### config.mk
export PLATFORM = sky130hd
export DESIGN_NAME = tex_env_cascade_flat
export DESIGN_NICKNAME = d
export VERILOG_FILES = /design/src/rtl/tex_env_cascade_if.sv /design/src/rtl/tex_env_cascade.sv /design/src/flat_wrapper.sv
export SDC_FILE = /design/constraint.sdc
export NUM_CORES = 2
export LEC_CHECK = 0
export ABC_AREA = 1
export BUFFER_PORTS_ARGS = -buffer_cell sky130_fd_sc_hd__buf_4
export CORE_AREA = 2 2 469 471
export CTS_BUF_LIST = sky130_fd_sc_hd__clkbuf_2
export CTS_CLUSTER_DIAMETER = 60
export DETAILED_ROUTE_END_ITERATION = 6
export DIE_AREA = 0 0 471 473
export GPL_TIMING_DRIVEN = 0
export PLACE_DENSITY = 0.63
export SLEW_MARGIN = 40
export SYNTH_ARGS = -nofsm -noshare
export SYNTH_HDL_FRONTEND = slang
export SYNTH_SLANG_ARGS = --single-unit
### constraint.sdc
create_clock -name aclk -period 5.48 [get_ports aclk]
set_input_delay 0.274 -clock aclk [delete_from_list [all_inputs] [get_ports aclk]]
set_output_delay 0.274 -clock aclk [all_outputs]
set_load 0.005 [all_outputs]
### src/rtl/tex_env_cascade_if.sv
`default_nettype none
// ============================================================================
// Module   : tex_env_cascade_if
// Brief    : Fragment stream bundle (texel-filter side in, fragment side out).
// Revision : 1.0 - initial release
// ============================================================================
interface tex_env_cascade_if #(
    parameter int SUB_PIXEL_WIDTH = 8,
    parameter int NUM_CHANNELS    = 4,
    parameter int NUM_STAGES      = 2,
    parameter int TAG_WIDTH       = 16
);
    localparam int PIXEL_WIDTH = NUM_CHANNELS * SUB_PIXEL_WIDTH;

    logic                              s_valid;
    logic                              s_ready;
    logic [PIXEL_WIDTH-1:0]            s_primary;
    logic [NUM_STAGES*PIXEL_WIDTH-1:0] s_texels;
    logic [TAG_WIDTH-1:0]              s_tag;

    logic                              m_valid;
    logic                              m_ready;
    logic [PIXEL_WIDTH-1:0]            m_color;
    logic [TAG_WIDTH-1:0]              m_tag;

    modport slave (
        input  s_valid, s_primary, s_texels, s_tag, m_ready,
        output s_ready, m_valid, m_color, m_tag
    );

    modport master (
        output s_valid, s_primary, s_texels, s_tag, m_ready,
        input  s_ready, m_valid, m_color, m_tag
    );
endinterface
`default_nettype wire

### src/rtl/tex_env_cascade.sv
`default_nettype none
// ============================================================================
// Module   : tex_env_cascade
// Brief    : Cascaded texture-environment combine stages with valid/ready flow.
// Revision : 1.0 - initial release
// ============================================================================
module tex_env_cascade #(
    parameter  int SUB_PIXEL_WIDTH = 8,
    parameter  int NUM_CHANNELS    = 4,
    parameter  int NUM_STAGES      = 2,
    parameter  int TAG_WIDTH       = 16,
    localparam int PIXEL_WIDTH     = NUM_CHANNELS * SUB_PIXEL_WIDTH
) (
    input  wire logic                              aclk,
    input  wire logic                              reset,
    input  wire logic [3*NUM_STAGES-1:0]           conf_mode,
    input  wire logic [NUM_STAGES-1:0]             conf_enable,
    input  wire logic [NUM_STAGES*PIXEL_WIDTH-1:0] conf_env_color,
    tex_env_cascade_if.slave                       stream,
    output logic                                   idle
);

    localparam logic [SUB_PIXEL_WIDTH-1:0] c_max           = '1;
    localparam logic [2:0]                 c_mode_replace  = 3'd0;
    localparam logic [2:0]                 c_mode_modulate = 3'd1;
    localparam logic [2:0]                 c_mode_add      = 3'd2;
    localparam logic [2:0]                 c_mode_decal    = 3'd3;
    localparam logic [2:0]                 c_mode_blend    = 3'd4;

    // (a*b + MAX) >> W keeps mul(MAX,MAX) = MAX and mul(0,x) = 0
    function automatic logic [SUB_PIXEL_WIDTH-1:0] f_mul(
        input logic [SUB_PIXEL_WIDTH-1:0] a,
        input logic [SUB_PIXEL_WIDTH-1:0] b
    );
        return SUB_PIXEL_WIDTH'((({{SUB_PIXEL_WIDTH{1'b0}}, a} * {{SUB_PIXEL_WIDTH{1'b0}}, b})
                                 + {{SUB_PIXEL_WIDTH{1'b0}}, c_max}) >> SUB_PIXEL_WIDTH);
    endfunction

    function automatic logic [SUB_PIXEL_WIDTH-1:0] f_sat_add(
        input logic [SUB_PIXEL_WIDTH-1:0] a,
        input logic [SUB_PIXEL_WIDTH-1:0] b
    );
        logic [SUB_PIXEL_WIDTH:0] w_sum;
        w_sum = {1'b0, a} + {1'b0, b};
        return w_sum[SUB_PIXEL_WIDTH] ? c_max : w_sum[SUB_PIXEL_WIDTH-1:0];
    endfunction

    function automatic logic [SUB_PIXEL_WIDTH-1:0] f_combine(
        input logic [2:0]                 mode,
        input logic [SUB_PIXEL_WIDTH-1:0] p,
        input logic [SUB_PIXEL_WIDTH-1:0] t,
        input logic [SUB_PIXEL_WIDTH-1:0] e,
        input logic [SUB_PIXEL_WIDTH-1:0] ta,
        input logic                       is_alpha
    );
        logic [SUB_PIXEL_WIDTH-1:0] w_res;
        w_res = p;
        case (mode)
            c_mode_replace:  w_res = t;
            c_mode_modulate: w_res = f_mul(p, t);
            c_mode_add:      w_res = f_sat_add(p, t);
            c_mode_decal:    w_res = is_alpha ? p
                                     : f_sat_add(f_mul(p, c_max - ta), f_mul(t, ta));
            c_mode_blend:    w_res = is_alpha ? f_mul(p, t)
                                     : f_sat_add(f_mul(p, c_max - t), f_mul(e, t));
            default:         w_res = p;
        endcase
        return w_res;
    endfunction

    // Index i of the w_src_* arrays is what feeds stage i; index NUM_STAGES is the output
    logic                              w_src_valid [NUM_STAGES+1];
    logic [PIXEL_WIDTH-1:0]            w_src_color [NUM_STAGES+1];
    logic [TAG_WIDTH-1:0]              w_src_tag   [NUM_STAGES+1];
    logic [NUM_STAGES*PIXEL_WIDTH-1:0] w_src_tex   [NUM_STAGES];
    logic                              w_ready     [NUM_STAGES];
    logic [NUM_STAGES-1:0]             w_valid_vec;

    assign w_src_valid[0] = stream.s_valid;
    assign w_src_color[0] = stream.s_primary;
    assign w_src_tag[0]   = stream.s_tag;
    assign w_src_tex[0]   = stream.s_texels;

    for (genvar i = 0; i < NUM_STAGES; i++) begin : g_stage
        localparam logic [NUM_STAGES-1:0] c_low_mask = (NUM_STAGES)'((1 << i) - 1);

        logic                   r_valid;
        logic [PIXEL_WIDTH-1:0] r_color;
        logic [TAG_WIDTH-1:0]   r_tag;
        logic [PIXEL_WIDTH-1:0] w_texel;
        logic [PIXEL_WIDTH-1:0] w_env;
        logic [PIXEL_WIDTH-1:0] w_comb;
        logic [PIXEL_WIDTH-1:0] w_next_color;

        assign w_texel = w_src_tex[i][PIXEL_WIDTH-1:0];
        assign w_env   = conf_env_color[i*PIXEL_WIDTH +: PIXEL_WIDTH];

        for (genvar c = 0; c < NUM_CHANNELS; c++) begin : g_chan
            localparam logic c_is_alpha = (NUM_CHANNELS > 1) && (c == NUM_CHANNELS - 1);
            assign w_comb[c*SUB_PIXEL_WIDTH +: SUB_PIXEL_WIDTH] = f_combine(
                conf_mode[3*i +: 3],
                w_src_color[i][c*SUB_PIXEL_WIDTH +: SUB_PIXEL_WIDTH],
                w_texel[c*SUB_PIXEL_WIDTH +: SUB_PIXEL_WIDTH],
                w_env[c*SUB_PIXEL_WIDTH +: SUB_PIXEL_WIDTH],
                w_texel[(NUM_CHANNELS-1)*SUB_PIXEL_WIDTH +: SUB_PIXEL_WIDTH],
                c_is_alpha);
        end

        assign w_next_color = conf_enable[i] ? w_comb : w_src_color[i];

        // Unrolled form of !valid_i || ready_{i+1}: ready unless every stage from i down is full
        assign w_ready[i] = stream.m_ready || !(&(w_valid_vec | c_low_mask));

        always_ff @(posedge aclk) begin
            if (reset) begin
                r_valid <= 1'b0;
                r_color <= '0;
                r_tag   <= '0;
            end else if (w_ready[i]) begin
                r_valid <= w_src_valid[i];
                if (w_src_valid[i]) begin
                    r_color <= w_next_color;
                    r_tag   <= w_src_tag[i];
                end
            end
        end

        if (i < NUM_STAGES - 1) begin : g_tex
            logic [(NUM_STAGES-1-i)*PIXEL_WIDTH-1:0] r_tex;

            always_ff @(posedge aclk) begin
                if (reset) begin
                    r_tex <= '0;
                end else if (w_ready[i] && w_src_valid[i]) begin
                    r_tex <= w_src_tex[i][PIXEL_WIDTH +: (NUM_STAGES-1-i)*PIXEL_WIDTH];
                end
            end

            assign w_src_tex[i+1] = (NUM_STAGES*PIXEL_WIDTH)'(r_tex);
        end

        assign w_src_valid[i+1] = r_valid;
        assign w_src_color[i+1] = r_color;
        assign w_src_tag[i+1]   = r_tag;
        assign w_valid_vec[i]   = r_valid;
    end

    assign stream.s_ready = w_ready[0] && !reset;
    assign stream.m_valid = w_src_valid[NUM_STAGES];
    assign stream.m_color = w_src_color[NUM_STAGES];
    assign stream.m_tag   = w_src_tag[NUM_STAGES];
    assign idle           = ~|w_valid_vec;

endmodule
`default_nettype wire

### src/flat_wrapper.sv
// flat-port wrapper written by rule: the top's interface ports become plain ports
module tex_env_cascade_flat 
#(
    parameter  int SUB_PIXEL_WIDTH = 8,
    parameter  int NUM_CHANNELS    = 4,
    parameter  int NUM_STAGES      = 2,
    parameter  int TAG_WIDTH       = 16,
    localparam int PIXEL_WIDTH     = NUM_CHANNELS * SUB_PIXEL_WIDTH
)
  (aclk, reset, conf_mode, conf_enable, conf_env_color, idle, stream_s_valid, stream_s_primary, stream_s_texels, stream_s_tag, stream_m_ready, stream_s_ready, stream_m_valid, stream_m_color, stream_m_tag);
  tex_env_cascade_if #(.SUB_PIXEL_WIDTH(SUB_PIXEL_WIDTH), .NUM_CHANNELS(NUM_CHANNELS), .NUM_STAGES(NUM_STAGES), .TAG_WIDTH(TAG_WIDTH)) stream_i ();
  input  wire logic aclk;
  input  wire logic reset;
  input  wire logic [3*NUM_STAGES-1:0] conf_mode;
  input  wire logic [NUM_STAGES-1:0] conf_enable;
  input  wire logic [NUM_STAGES*PIXEL_WIDTH-1:0] conf_env_color;
  output logic idle;
  input wire logic [$bits(stream_i.s_valid)-1:0] stream_s_valid;
  input wire logic [$bits(stream_i.s_primary)-1:0] stream_s_primary;
  input wire logic [$bits(stream_i.s_texels)-1:0] stream_s_texels;
  input wire logic [$bits(stream_i.s_tag)-1:0] stream_s_tag;
  input wire logic [$bits(stream_i.m_ready)-1:0] stream_m_ready;
  output wire logic [$bits(stream_i.s_ready)-1:0] stream_s_ready;
  output wire logic [$bits(stream_i.m_valid)-1:0] stream_m_valid;
  output wire logic [$bits(stream_i.m_color)-1:0] stream_m_color;
  output wire logic [$bits(stream_i.m_tag)-1:0] stream_m_tag;
  assign stream_i.s_valid = stream_s_valid;
  assign stream_i.s_primary = stream_s_primary;
  assign stream_i.s_texels = stream_s_texels;
  assign stream_i.s_tag = stream_s_tag;
  assign stream_i.m_ready = stream_m_ready;
  assign stream_s_ready = stream_i.s_ready;
  assign stream_m_valid = stream_i.m_valid;
  assign stream_m_color = stream_i.m_color;
  assign stream_m_tag = stream_i.m_tag;
  tex_env_cascade #(.SUB_PIXEL_WIDTH(SUB_PIXEL_WIDTH), .NUM_CHANNELS(NUM_CHANNELS), .NUM_STAGES(NUM_STAGES), .TAG_WIDTH(TAG_WIDTH)) u_core (.aclk(aclk), .reset(reset), .conf_mode(conf_mode), .conf_enable(conf_enable), .conf_env_color(conf_env_color), .stream(stream_i), .idle(idle));
endmodule
==> metrics.yaml <==
clock_tree:
  clk_latency_ns: 1.19
  clock-root-buffer: "clkbuf_2"
  h-tree-depth: 4
  clkSlewWorstSetupHoldPaths_ns: 0.28
  clock_sinks: 130
  cts_buffer_depth: 2
  cts_tree: "built"
  cts_made_buffers: 17
power_and_ir_drop:
  vdd_drop_max_mv: 1.01
  internal-power_w: 0.0214
  power.density_nw_per_um2: 528
  p_leak_nw: 58.4
  p_clk_share_pct: 1.4
  pwr-share-comb_pct: 96.4
  swShare_pct: 59.6
  seq_power_share_pct: 2.2
  switchingPower_w: 0.0315
die:
  dieArea_um2: 223000
  initial_core_util_pct: 38.8
  fp.dieW_um: 471
  die_h_um: 473
  num_rows: 172
  pin_count: 239
  coreArea_um2: 218000
yosys:
  syn-num-nets: 14890
  ys_types: 53
  ys_ff_latch: 130
  syn_avg_cell_area_um2: 6.98
  synth_top_area_share_pct: 31.5
  synth_largest_area_cell: "fa_1"
  synth-edff-count: 0
  synth_warnings: 0
  netlist_area_um2: 84700
  synth-main-ff-cell: "dfxtp_1"
  ys_async_sr_fraction_pct: 0
  synth.area.top_cells: "fa_1, ha_1, inv_1"
  yosysMostFrequentCell: "inv_1"
  syn-instance-count: 12138
  ys_seq_area_share_pct: 3.07
  yosys-top-cells-count: "inv_1, nand2_1, fa_1"
run:
  maxCapViolations: 0
critical_path:
  cp.arrival_ns: 6.95
  crit_path_start_kind: "register"
  cp_slowest_stage_delay_ns: 0.58
  crit_slowest_cell: "fa_1"
  crit_top_cell: "a21oi_2"
  required_ns: 6.44
  critical_path_class: "reg2reg"
  endpoint_kind: "register"
  cp_max_fo: 8
placed_design:
  hpwl_um: 241000
  postPlaceCellArea_um2: 89800
  io_buffer_count: 173
  globalplace.congestion: 0.989
grt:
  grt_antenna_before_repair: 10
  grt-ovfl-total: 0
  first_global_vias: 79341
  grt_max_degree: 20
  grtUsageTotal_pct: 26.5
  grt_pass1_wl_um: 455000
timing:
  fin_ws_ns: -0.516
  rsz0062_at_grt: "yes"
  fin_hold_ws_ns: 0.0613
  fin_tns_setup_ns: -8.80
  finalSetupViolCount: 24
  finClkSkew_ns: 0.115
  slew_viol_final: 0
  slew_headroom_pct: 36.3
  fmaxAchievable_ghz: 0.167
  hold_viol: 0
  fin_crit_ns: 6.00
  tightest_slew_ns: 0.955
  finalCritPeriodShare_pct: 109
final_layout:
  area_delta_synth_final_pct: 18.2
  regArea_um2: 2750
  fillers: 22064
  final_util_pct: 45.9
  stdcell_area_um2: 100000
  layout-drive-gt1-share_pct: 13.0
  multi_input_area_um2: 71900
  final_nets: 15514
route:
  drt_iter0_drc: 6655
  wl_um: 298000
  wl_per_cell_um: 19.1
  drt_pass1_iterations: 7
  antenna_left: 0
  vias_per_cell: 5.10
  drc: 0
  vias: 79844
min_path:
  min_path_type: "in2reg"
status:
  failed_checks: "setup timing"
  outcome: "finished, violations left"
final timing paths:
| kind | startpoint | endpoint | slack (ns) | cells after the start |
|---|---|---|---|---|
| hold / removal | stream_s_texels[19] | u_core.g_stage[0].r_color[19] | 0.06 | 7 |
| hold reg to reg | u_core.g_stage[0].r_tag[10] | u_core.stream.m_tag[10] | 0.46 | 2 |
| setup reg to reg | u_core.g_stage[0].g_tex.r_tex[24] | u_core.stream.m_color[11] | -0.52 | 29 |
| setup / recovery | u_core.g_stage[0].g_tex.r_tex[24] | u_core.stream.m_color[11] | -0.52 | 29 |
flip-flops by register name (all words and copies together) (netlist names):
| register | count |
|---|---|
| u_core.g_stage.g_tex.r_tex | 32 |
| u_core.g_stage.r_color | 32 |
| u_core.stream.m_color | 32 |
| u_core.g_stage.r_tag | 16 |
| u_core.stream.m_tag | 16 |
| u_core.g_stage.r_valid | 1 |
| u_core.stream.m_valid | 1 |
critical path: cells and delay by family, from the launching register on:
family / cells / cell delay (ns)
AO/OA/AOI/OAI: 9 / 1.07
XOR/XNOR: 1 / 0.24
adder cells (fa/ha/maj): 6 / 2.50
buffers and inverters: 8 / 0.89
flip-flops: 1 / 0.50
AND/OR/NAND/NOR: 5 / 0.64
power groups by stage:
stage                     clock network (W)  registers [W]  logic [W]
final                              0.000767        0.00116     0.0510
after global routing               0.000802        0.00116     0.0567
after CTS                          0.000775        0.00114     0.0470
after detailed placement                  0        0.00115     0.0417
after global placement                    0        0.00115     0.0416
after floorplan                           0        0.00110     0.0305
metal layers:
| metal | up-vias | track usage (%) | share of wire (%) |
|---|---|---|---|
| met4 | 8 | 13.4 | 6.0 |
| met3 | 770 | 5.65 | 9.3 |
| met2 | 3224 | 42.5 | 44 |
| met5 | - | 0 | 0.016 |
| met1 | 38376 | 33.7 | 40 |
| li1 | 37466 | - | - |
cells by family (layout without fill, tap and decap cells):
logic type      count (synthesis)  in the layout  share of synthesized area, %
flops                         130            130                          3.07
other cells                     0              2                             0
xor+xnor                      250            250                          2.59
fa+ha+maj                    2564           2564                          49.7
simple gates                 4510           4510                          21.4
buf+inv                      3591           4228                          16.1
compound gates               1093           1093                          7.14
stage by stage:
stage               total power, W  std cells  setup WS, ns
detailed placement          0.0428      15184         -2.43
floorplan                   0.0316      12138      0.000329
global route                0.0587      15647        -0.661
global placement            0.0427      15182         -2.86
finish                      0.0529      15648        -0.516
CTS                         0.0490      15581        -0.359
cell usage in the layout, fill, tap and decap left out, types with 36 or more instances in the layout:
cell	netlist	routed
a21oi_1	647	540
a21oi_2	12	98
buf_12	0	36
buf_2	41	52
buf_4	5	467
buf_6	4	42
clkbuf_1	295	43
clkbuf_16	0	54
clkbuf_2	42	125
clkinvlp_4	0	37
dfxtp_1	130	75
dlygate4sd3_1	0	187
fa_1	1332	1314
ha_1	1232	1138
ha_4	0	74
inv_1	3099	3022
inv_2	13	52
nand2_1	3031	2871
nand2_2	3	124
nand2_4	1	39
nand3_1	434	386
nand4_1	114	114
nor2_1	798	742
nor2_2	8	50
nor3_1	41	38
o21ai_0	214	151
o21ai_1	30	50
xnor2_1	94	85
xor2_1	156	129
what timing repair did:
item / 4_1_cts / 5_1_grt
hold buffers: 184 / 3
endpoints found under the setup margin: 49 / 50
resized for setup: 1079 / 564
endpoints found under the hold margin: 111 / 3
gates cloned: 2 / 2
pin swaps: 254 / 205
buffers inserted: 214 / 80
area by class of cell:
| type | count | area share (%) |
|---|---|---|
| diodes | 2 | 0.00500 |
| clock inverters | 14 | 0.155 |
| well taps | 2871 | 3.59 |
| repair inverters | 1 | 0.00500 |
| clock buffers | 18 | 0.0900 |
| multi-input cells | 8417 | 71.8 |
| plain buffers | 406 | 4.08 |
| inverters | 3132 | 11.9 |
| flip-flops and latches | 130 | 2.75 |
| repair buffers | 657 | 5.61 |
(Power assumes the default switching activity.)
